===== src/rtl/bf_radix2_dit_pipe.sv =====
`default_nettype none
// ============================================================================
// Module   : bf_radix2_dit_pipe
// Purpose  : Three-stage pipelined radix-2 DIT butterfly, Y0 = A + B*W and
//            Y1 = A - B*W, on Q7.8 complex samples with a valid/ready handshake
//            and a sticky saturation flag.
// Options  : define BF_DIT_SCALE_EN for 1/2 scaling of the add/sub outputs.
// Revision : 1.0  initial release
// ============================================================================
module bf_radix2_dit_pipe #(
    parameter int DW   = 16,
    parameter int FRAC = 8
) (
    input  logic                 clk,
    input  logic                 rst,
    input  logic                 in_valid,
    output logic                 in_ready,
    input  logic signed [DW-1:0] A_re,
    input  logic signed [DW-1:0] A_im,
    input  logic signed [DW-1:0] B_re,
    input  logic signed [DW-1:0] B_im,
    input  logic signed [DW-1:0] W_re,
    input  logic signed [DW-1:0] W_im,
    output logic                 out_valid,
    input  logic                 out_ready,
    output logic signed [DW-1:0] Y0_re,
    output logic signed [DW-1:0] Y0_im,
    output logic signed [DW-1:0] Y1_re,
    output logic signed [DW-1:0] Y1_im,
    output logic                 ovf,
    input  logic                 ovf_clr
);

    localparam logic [DW-1:0]         c_max = {1'b0, {(DW-1){1'b1}}};
    localparam logic [DW-1:0]         c_min = {1'b1, {(DW-1){1'b0}}};
    localparam logic signed [2*DW:0]  c_rnd = {{(2*DW){1'b0}}, 1'b1} << (FRAC-1);

    // ------------------------------------------------------------------
    // Arithmetic helpers
    // ------------------------------------------------------------------
    function automatic logic signed [2*DW-1:0] mul(
        input logic signed [DW-1:0] x,
        input logic signed [DW-1:0] y
    );
        logic signed [2*DW-1:0] xe;
        logic signed [2*DW-1:0] ye;
        xe = {{DW{x[DW-1]}}, x};
        ye = {{DW{y[DW-1]}}, y};
        return xe * ye;
    endfunction

    function automatic logic signed [2*DW:0] ext(input logic signed [2*DW-1:0] p);
        return {p[2*DW-1], p};
    endfunction

    // Returns {saturated, value} for a wide rescaled product.
    function automatic logic [DW:0] sat_wide(input logic [2*DW:0] x);
        logic [DW:0] r;
        if (x[2*DW:DW-1] != {(DW+2){x[2*DW]}}) begin
            r = {1'b1, (x[2*DW] ? c_min : c_max)};
        end else begin
            r = {1'b0, x[DW-1:0]};
        end
        return r;
    endfunction

`ifdef BF_DIT_SCALE_EN
    // (s + 1) >>> 1 on the DW+1-bit sum always fits in DW bits.
    function automatic logic [DW-1:0] half(input logic signed [DW:0] s);
        logic signed [DW:0] one;
        one = {{DW{1'b0}}, 1'b1};
        return DW'((s + one) >>> 1);
    endfunction
`else
    // Returns {saturated, value} for a DW+1-bit sum.
    function automatic logic [DW:0] sat_sum(input logic [DW:0] s);
        logic [DW:0] r;
        if (s[DW] != s[DW-1]) begin
            r = {1'b1, (s[DW] ? c_min : c_max)};
        end else begin
            r = {1'b0, s[DW-1:0]};
        end
        return r;
    endfunction
`endif

    // ------------------------------------------------------------------
    // Handshake / stage advance
    // ------------------------------------------------------------------
    logic r_v1;
    logic r_v2;
    logic r_out_valid;
    logic r_ovf;
    logic w_load1;
    logic w_load2;
    logic w_load3;

    assign w_load3  = !r_out_valid || out_ready;
    assign w_load2  = !r_v2 || w_load3;
    assign w_load1  = !r_v1 || w_load2;
    assign in_ready = w_load1;

    // ------------------------------------------------------------------
    // S1: input registers
    // ------------------------------------------------------------------
    logic signed [DW-1:0] r_a1_re;
    logic signed [DW-1:0] r_a1_im;
    logic signed [DW-1:0] r_b1_re;
    logic signed [DW-1:0] r_b1_im;
    logic signed [DW-1:0] r_w1_re;
    logic signed [DW-1:0] r_w1_im;

    always_ff @(posedge clk) begin
        if (rst) begin
            r_v1 <= 1'b0;
        end else if (w_load1) begin
            r_v1 <= in_valid;
        end
    end

    always_ff @(posedge clk) begin
        if (w_load1 && in_valid) begin
            r_a1_re <= A_re;
            r_a1_im <= A_im;
            r_b1_re <= B_re;
            r_b1_im <= B_im;
            r_w1_re <= W_re;
            r_w1_im <= W_im;
        end
    end

    // ------------------------------------------------------------------
    // S2: A delay and the four partial products
    // ------------------------------------------------------------------
    logic signed [DW-1:0]   r_a2_re;
    logic signed [DW-1:0]   r_a2_im;
    logic signed [2*DW-1:0] r_brwr;
    logic signed [2*DW-1:0] r_biwi;
    logic signed [2*DW-1:0] r_brwi;
    logic signed [2*DW-1:0] r_biwr;

    always_ff @(posedge clk) begin
        if (rst) begin
            r_v2 <= 1'b0;
        end else if (w_load2) begin
            r_v2 <= r_v1;
        end
    end

    always_ff @(posedge clk) begin
        if (w_load2 && r_v1) begin
            r_a2_re <= r_a1_re;
            r_a2_im <= r_a1_im;
            r_brwr  <= mul(r_b1_re, r_w1_re);
            r_biwi  <= mul(r_b1_im, r_w1_im);
            r_brwi  <= mul(r_b1_re, r_w1_im);
            r_biwr  <= mul(r_b1_im, r_w1_re);
        end
    end

    // ------------------------------------------------------------------
    // S3 combinational: product combine, round half-up, saturate, add/sub
    // ------------------------------------------------------------------
    logic signed [2*DW:0] w_pre;
    logic signed [2*DW:0] w_pim;
    logic signed [2*DW:0] w_pre_sh;
    logic signed [2*DW:0] w_pim_sh;
    logic                 w_t_re_sat;
    logic                 w_t_im_sat;
    logic signed [DW-1:0] w_t_re;
    logic signed [DW-1:0] w_t_im;
    logic signed [DW:0]   w_s0_re;
    logic signed [DW:0]   w_s0_im;
    logic signed [DW:0]   w_s1_re;
    logic signed [DW:0]   w_s1_im;
    logic signed [DW-1:0] w_y0_re;
    logic signed [DW-1:0] w_y0_im;
    logic signed [DW-1:0] w_y1_re;
    logic signed [DW-1:0] w_y1_im;
    logic                 w_sum_sat;
    logic                 w_sat_any;

    assign w_pre    = ext(r_brwr) - ext(r_biwi);
    assign w_pim    = ext(r_brwi) + ext(r_biwr);
    assign w_pre_sh = (w_pre + c_rnd) >>> FRAC;
    assign w_pim_sh = (w_pim + c_rnd) >>> FRAC;

    assign {w_t_re_sat, w_t_re} = sat_wide(w_pre_sh);
    assign {w_t_im_sat, w_t_im} = sat_wide(w_pim_sh);

    assign w_s0_re = {r_a2_re[DW-1], r_a2_re} + {w_t_re[DW-1], w_t_re};
    assign w_s0_im = {r_a2_im[DW-1], r_a2_im} + {w_t_im[DW-1], w_t_im};
    assign w_s1_re = {r_a2_re[DW-1], r_a2_re} - {w_t_re[DW-1], w_t_re};
    assign w_s1_im = {r_a2_im[DW-1], r_a2_im} - {w_t_im[DW-1], w_t_im};

`ifdef BF_DIT_SCALE_EN
    assign w_y0_re   = half(w_s0_re);
    assign w_y0_im   = half(w_s0_im);
    assign w_y1_re   = half(w_s1_re);
    assign w_y1_im   = half(w_s1_im);
    assign w_sum_sat = 1'b0;
`else
    logic w_y0_re_sat;
    logic w_y0_im_sat;
    logic w_y1_re_sat;
    logic w_y1_im_sat;

    assign {w_y0_re_sat, w_y0_re} = sat_sum(w_s0_re);
    assign {w_y0_im_sat, w_y0_im} = sat_sum(w_s0_im);
    assign {w_y1_re_sat, w_y1_re} = sat_sum(w_s1_re);
    assign {w_y1_im_sat, w_y1_im} = sat_sum(w_s1_im);
    assign w_sum_sat = w_y0_re_sat | w_y0_im_sat | w_y1_re_sat | w_y1_im_sat;
`endif

    assign w_sat_any = w_t_re_sat | w_t_im_sat | w_sum_sat;

    // ------------------------------------------------------------------
    // S3: output register; holds while the consumer stalls
    // ------------------------------------------------------------------
    logic signed [DW-1:0] r_y0_re;
    logic signed [DW-1:0] r_y0_im;
    logic signed [DW-1:0] r_y1_re;
    logic signed [DW-1:0] r_y1_im;

    always_ff @(posedge clk) begin
        if (rst) begin
            r_out_valid <= 1'b0;
            r_y0_re     <= '0;
            r_y0_im     <= '0;
            r_y1_re     <= '0;
            r_y1_im     <= '0;
        end else if (w_load3) begin
            r_out_valid <= r_v2;
            if (r_v2) begin
                r_y0_re <= w_y0_re;
                r_y0_im <= w_y0_im;
                r_y1_re <= w_y1_re;
                r_y1_im <= w_y1_im;
            end
        end
    end

    // Sticky flag: a new saturation event beats a simultaneous clear.
    always_ff @(posedge clk) begin
        if (rst) begin
            r_ovf <= 1'b0;
        end else if (w_load3 && r_v2 && w_sat_any) begin
            r_ovf <= 1'b1;
        end else if (ovf_clr) begin
            r_ovf <= 1'b0;
        end
    end

    assign out_valid = r_out_valid;
    assign Y0_re     = r_y0_re;
    assign Y0_im     = r_y0_im;
    assign Y1_re     = r_y1_re;
    assign Y1_im     = r_y1_im;
    assign ovf       = r_ovf;

endmodule
`default_nettype wire


===== config.mk =====
export PLATFORM = sky130hd
export DESIGN_NAME = bf_radix2_dit_pipe
export DESIGN_NICKNAME = d
export VERILOG_FILES = /design/src/rtl/bf_radix2_dit_pipe.sv
export SDC_FILE = /design/constraint.sdc
export NUM_CORES = 2
export LEC_CHECK = 0
export CAP_MARGIN = 20
export CORE_MARGIN = 2
export CORE_UTILIZATION = 50
export DETAILED_ROUTE_END_ITERATION = 8
export GPL_TIMING_DRIVEN = 0
export MAX_ROUTING_LAYER = met4
export PLACE_DENSITY_LB_ADDON = 0.3
export SETUP_SLACK_MARGIN = 0.05
export SYNTH_ARGS = -nofsm -noshare
export SYNTH_HDL_FRONTEND = slang
export SYNTH_SLANG_ARGS = --single-unit

===== constraint.sdc =====
create_clock -name clk -period 52.1 [get_ports clk]
set_input_delay 15.63 -clock clk [delete_from_list [all_inputs] [get_ports clk]]
set_output_delay 15.63 -clock clk [all_outputs]
set_load 0.01 [all_outputs]

==> results.py <==
metrics = {
    "floorplanning": {
        "io-pin-count": 168,
        "die_h_um": 339,
        "core-area_sq_um": 111000,
        "floorplan.initialDensity_pct": 50.6,
        "die-area_sq_um": 115000,
        "rows": 122,
        "die_w_um": 339,
    },
    "drt": {
        "ant_nets": 0,
        "drt_pass1_iterations": 6,
        "drcViolationCount": 0,
        "drt-wirelength-per-cell_um": 22.2,
        "vias": 41100,
        "routed_wl_mm": 167,
        "drtIter0Drc": 3544,
        "drt-vias-per-instance": 5.46,
    },
    "cells_and_area": {
        "drive_gt1_share_pct": 2.59,
        "final_common_cell": "inv_1",
        "area_delta_synth_final_pct": 9.45,
        "layout.nets": 7683,
        "final_cell_mix": "inv_1, fa_1, nand2_1",
        "final_area_sq_um": 61500,
    },
    "synth": {
        "synth_top_area_share_pct": 37.5,
        "syn_inst": 5774,
        "syn-cell-area_sq_um": 56200,
        "synthesis.nets": 7459,
        "synth_edf_count": 256,
        "synthArstFlopShare_pct": 0,
        "ys_types": 95,
        "yosysSeqAreaShare_pct": 16.1,
        "synth_area_leaders": "fa_1, edfxtp_1, ha_1, inv_1, and2_1",
        "yosys_warnings": 0,
        "synth_seq_cells": 324,
        "yosysTopAreaCell": "fa_1",
        "avgSynthCellArea_sq_um": 9.73,
        "synth-main-ff-cell": "edfxtp_1",
    },
    "global_route": {
        "antenna_found_initial": 12,
        "grt_pass1_wl_mm": 256,
        "track_usage_pct": 30.7,
        "grt_max_degree": 33,
        "grt_pass1_vias": 42600,
        "overflow": 0,
    },
    "cts": {
        "post-cts-setup-buffer-count": 0,
        "htree_levels": 2,
        "clockBufferDepth": 3,
        "cts_tree": "done",
        "clockRootBuffer": "clkbuf_16",
        "clkSinkCount": 324,
        "cts_buffers": 41,
        "clk_pin_slew_worst_paths_ns": 0.06,
        "worstSkewPairLatency_ns": 0.64,
        "cts_resized": 0,
        "hold_buffers": 0,
    },
    "placement": {
        "place_congestion": 1.08,
        "dpl.hpwl_mm": 139,
        "io_buffer_count": 166,
        "placed_cell_area_sq_um": 60000,
        "place_ws_ns": 19.17,
    },
    "setup_path": {
        "cpLargestDelayFamily": "buffers and inverters",
        "arrival_ns": 17.30,
        "critPathMaxStageDelay_ns": 0.55,
        "worst_path_max_delay_cell": "clkdlybuf4s50_1",
        "required_ns": 36.47,
        "cp-end-kind": "primary output",
        "critical_path_class": "in2out",
        "cp_max_fo": 7,
        "critPathLaunchType": "input port",
        "path_buf_inv": 2,
        "cp_cell_sequence": "clkdlybuf4s50_1 > nor2b_1 > nand3_1 > clkdlybuf4s50_1",
        "crit_top_cell": "clkdlybuf4s50_1",
    },
    "sta": {
        "final-hold-violation-count": 0,
        "fmax_ghz": 0.0304,
        "tns_ns": 0,
        "finalCritPeriodShare_pct": 63.2,
        "max_slew.worst_pin.slew_ns": 1.27,
        "timing.final.ws_setup_ns": 19.17,
        "slew_headroom_pct": 15.6,
        "setup_violations": 0,
        "finalClockSkew_ns": 0.0480,
        "hold-worst-slack_ns": 0.417,
        "drv_slew": 0,
        "rsz0062_at_grt": "false",
        "period_needed_ns": 32.93,
    },
    "run": {
        "cap_violations": 0,
    },
    "worst_hold_path": {
        "hp-class": "reg2reg",
    },
    "run_status": {
        "outcome": "finished, final reports clean",
    },
}
[registers in the layout, indices dropped and copies added, names as in the netlist, 32 cells and up]
name    count
r_biwi     32
r_biwr     32
r_brwi     32
r_brwr     32
[path summary, 6_finish.rpt]
path	from	to	slack (ns)	cells after the start
max	out_ready	in_ready	19.17	4
min	r_a1_im[3]	r_a2_im[3]	0.42	0
max reg2reg	r_brwr[4]	Y1_re[0]	43.02	33
min reg2reg	r_a1_im[3]	r_a2_im[3]	0.42	0
[synth_stat cells, types with 5 or more instances]
cell / number
a211oi_1: 14
edfxtp_1: 256
a21boi_0: 6
or2_2: 8
and3_1: 24
o211ai_1: 16
nor4_1: 6
nor3_1: 48
xor2_1: 61
o31a_1: 5
o21ai_0: 115
o21a_1: 18
o21ai_1: 5
a2111oi_0: 9
nor2_1: 167
nand2_1: 669
or3_1: 8
nand2b_1: 80
nand3_1: 29
nand4_1: 10
a311oi_1: 5
ha_1: 532
buf_2: 5
clkbuf_1: 228
xnor2_1: 175
mux2i_1: 17
a31o_2: 15
o31ai_1: 5
o22ai_1: 14
inv_1: 1236
nor3b_1: 5
nor2b_1: 18
dfxtp_1: 68
and2_1: 408
a21oi_1: 171
a21o_1: 73
mux2_4: 15
fa_1: 1052
a31oi_1: 31
o21bai_1: 56
[metal layers]
layer | track usage, % | share of wire (%) | vias up
li1 | - | - | 18300
met1 | 39.3 | 40 | 20600
met2 | 45.4 | 43 | 1875
met3 | 7.15 | 9.9 | 342
met4 | 16.0 | 6.4 | 0
met5 | - | 0 | -
[through the flow]
step                      util (%)  cells
after floorplan                  -   5774
after global placement        53.7   7428
after detailed placement      54.0   7441
after CTS                     55.3   7516
after global routing          55.3   7521
final                         55.3   7527
[layout make-up]
cell class	instances	area, sq um
fillers	10000	49600
repair buffers	181	1960
clock buffers	54	1180
multi-input cells	3975	41600
well taps	1488	1860
plain buffers	238	935
clock inverters	21	265
flip-flops and latches	324	9050
inverters	1237	4640
diodes	9	22.5
[cells by family after synthesis]
kind of cell             after synthesis  share of synthesized area (%)
buffers and inverters               1475                           9.93
multiplexers                          32                          0.704
flip-flops                           324                           16.1
AND/OR/NAND/NOR                     1504                           13.0
XOR/XNOR                             238                           3.76
adder cells (fa/ha/maj)             1584                           49.3
AO/OA/AOI/OAI                        617                           7.21
Power is not shown: default switching activity piles up to over one toggle a cycle in this logic, so the estimate is an artifact.
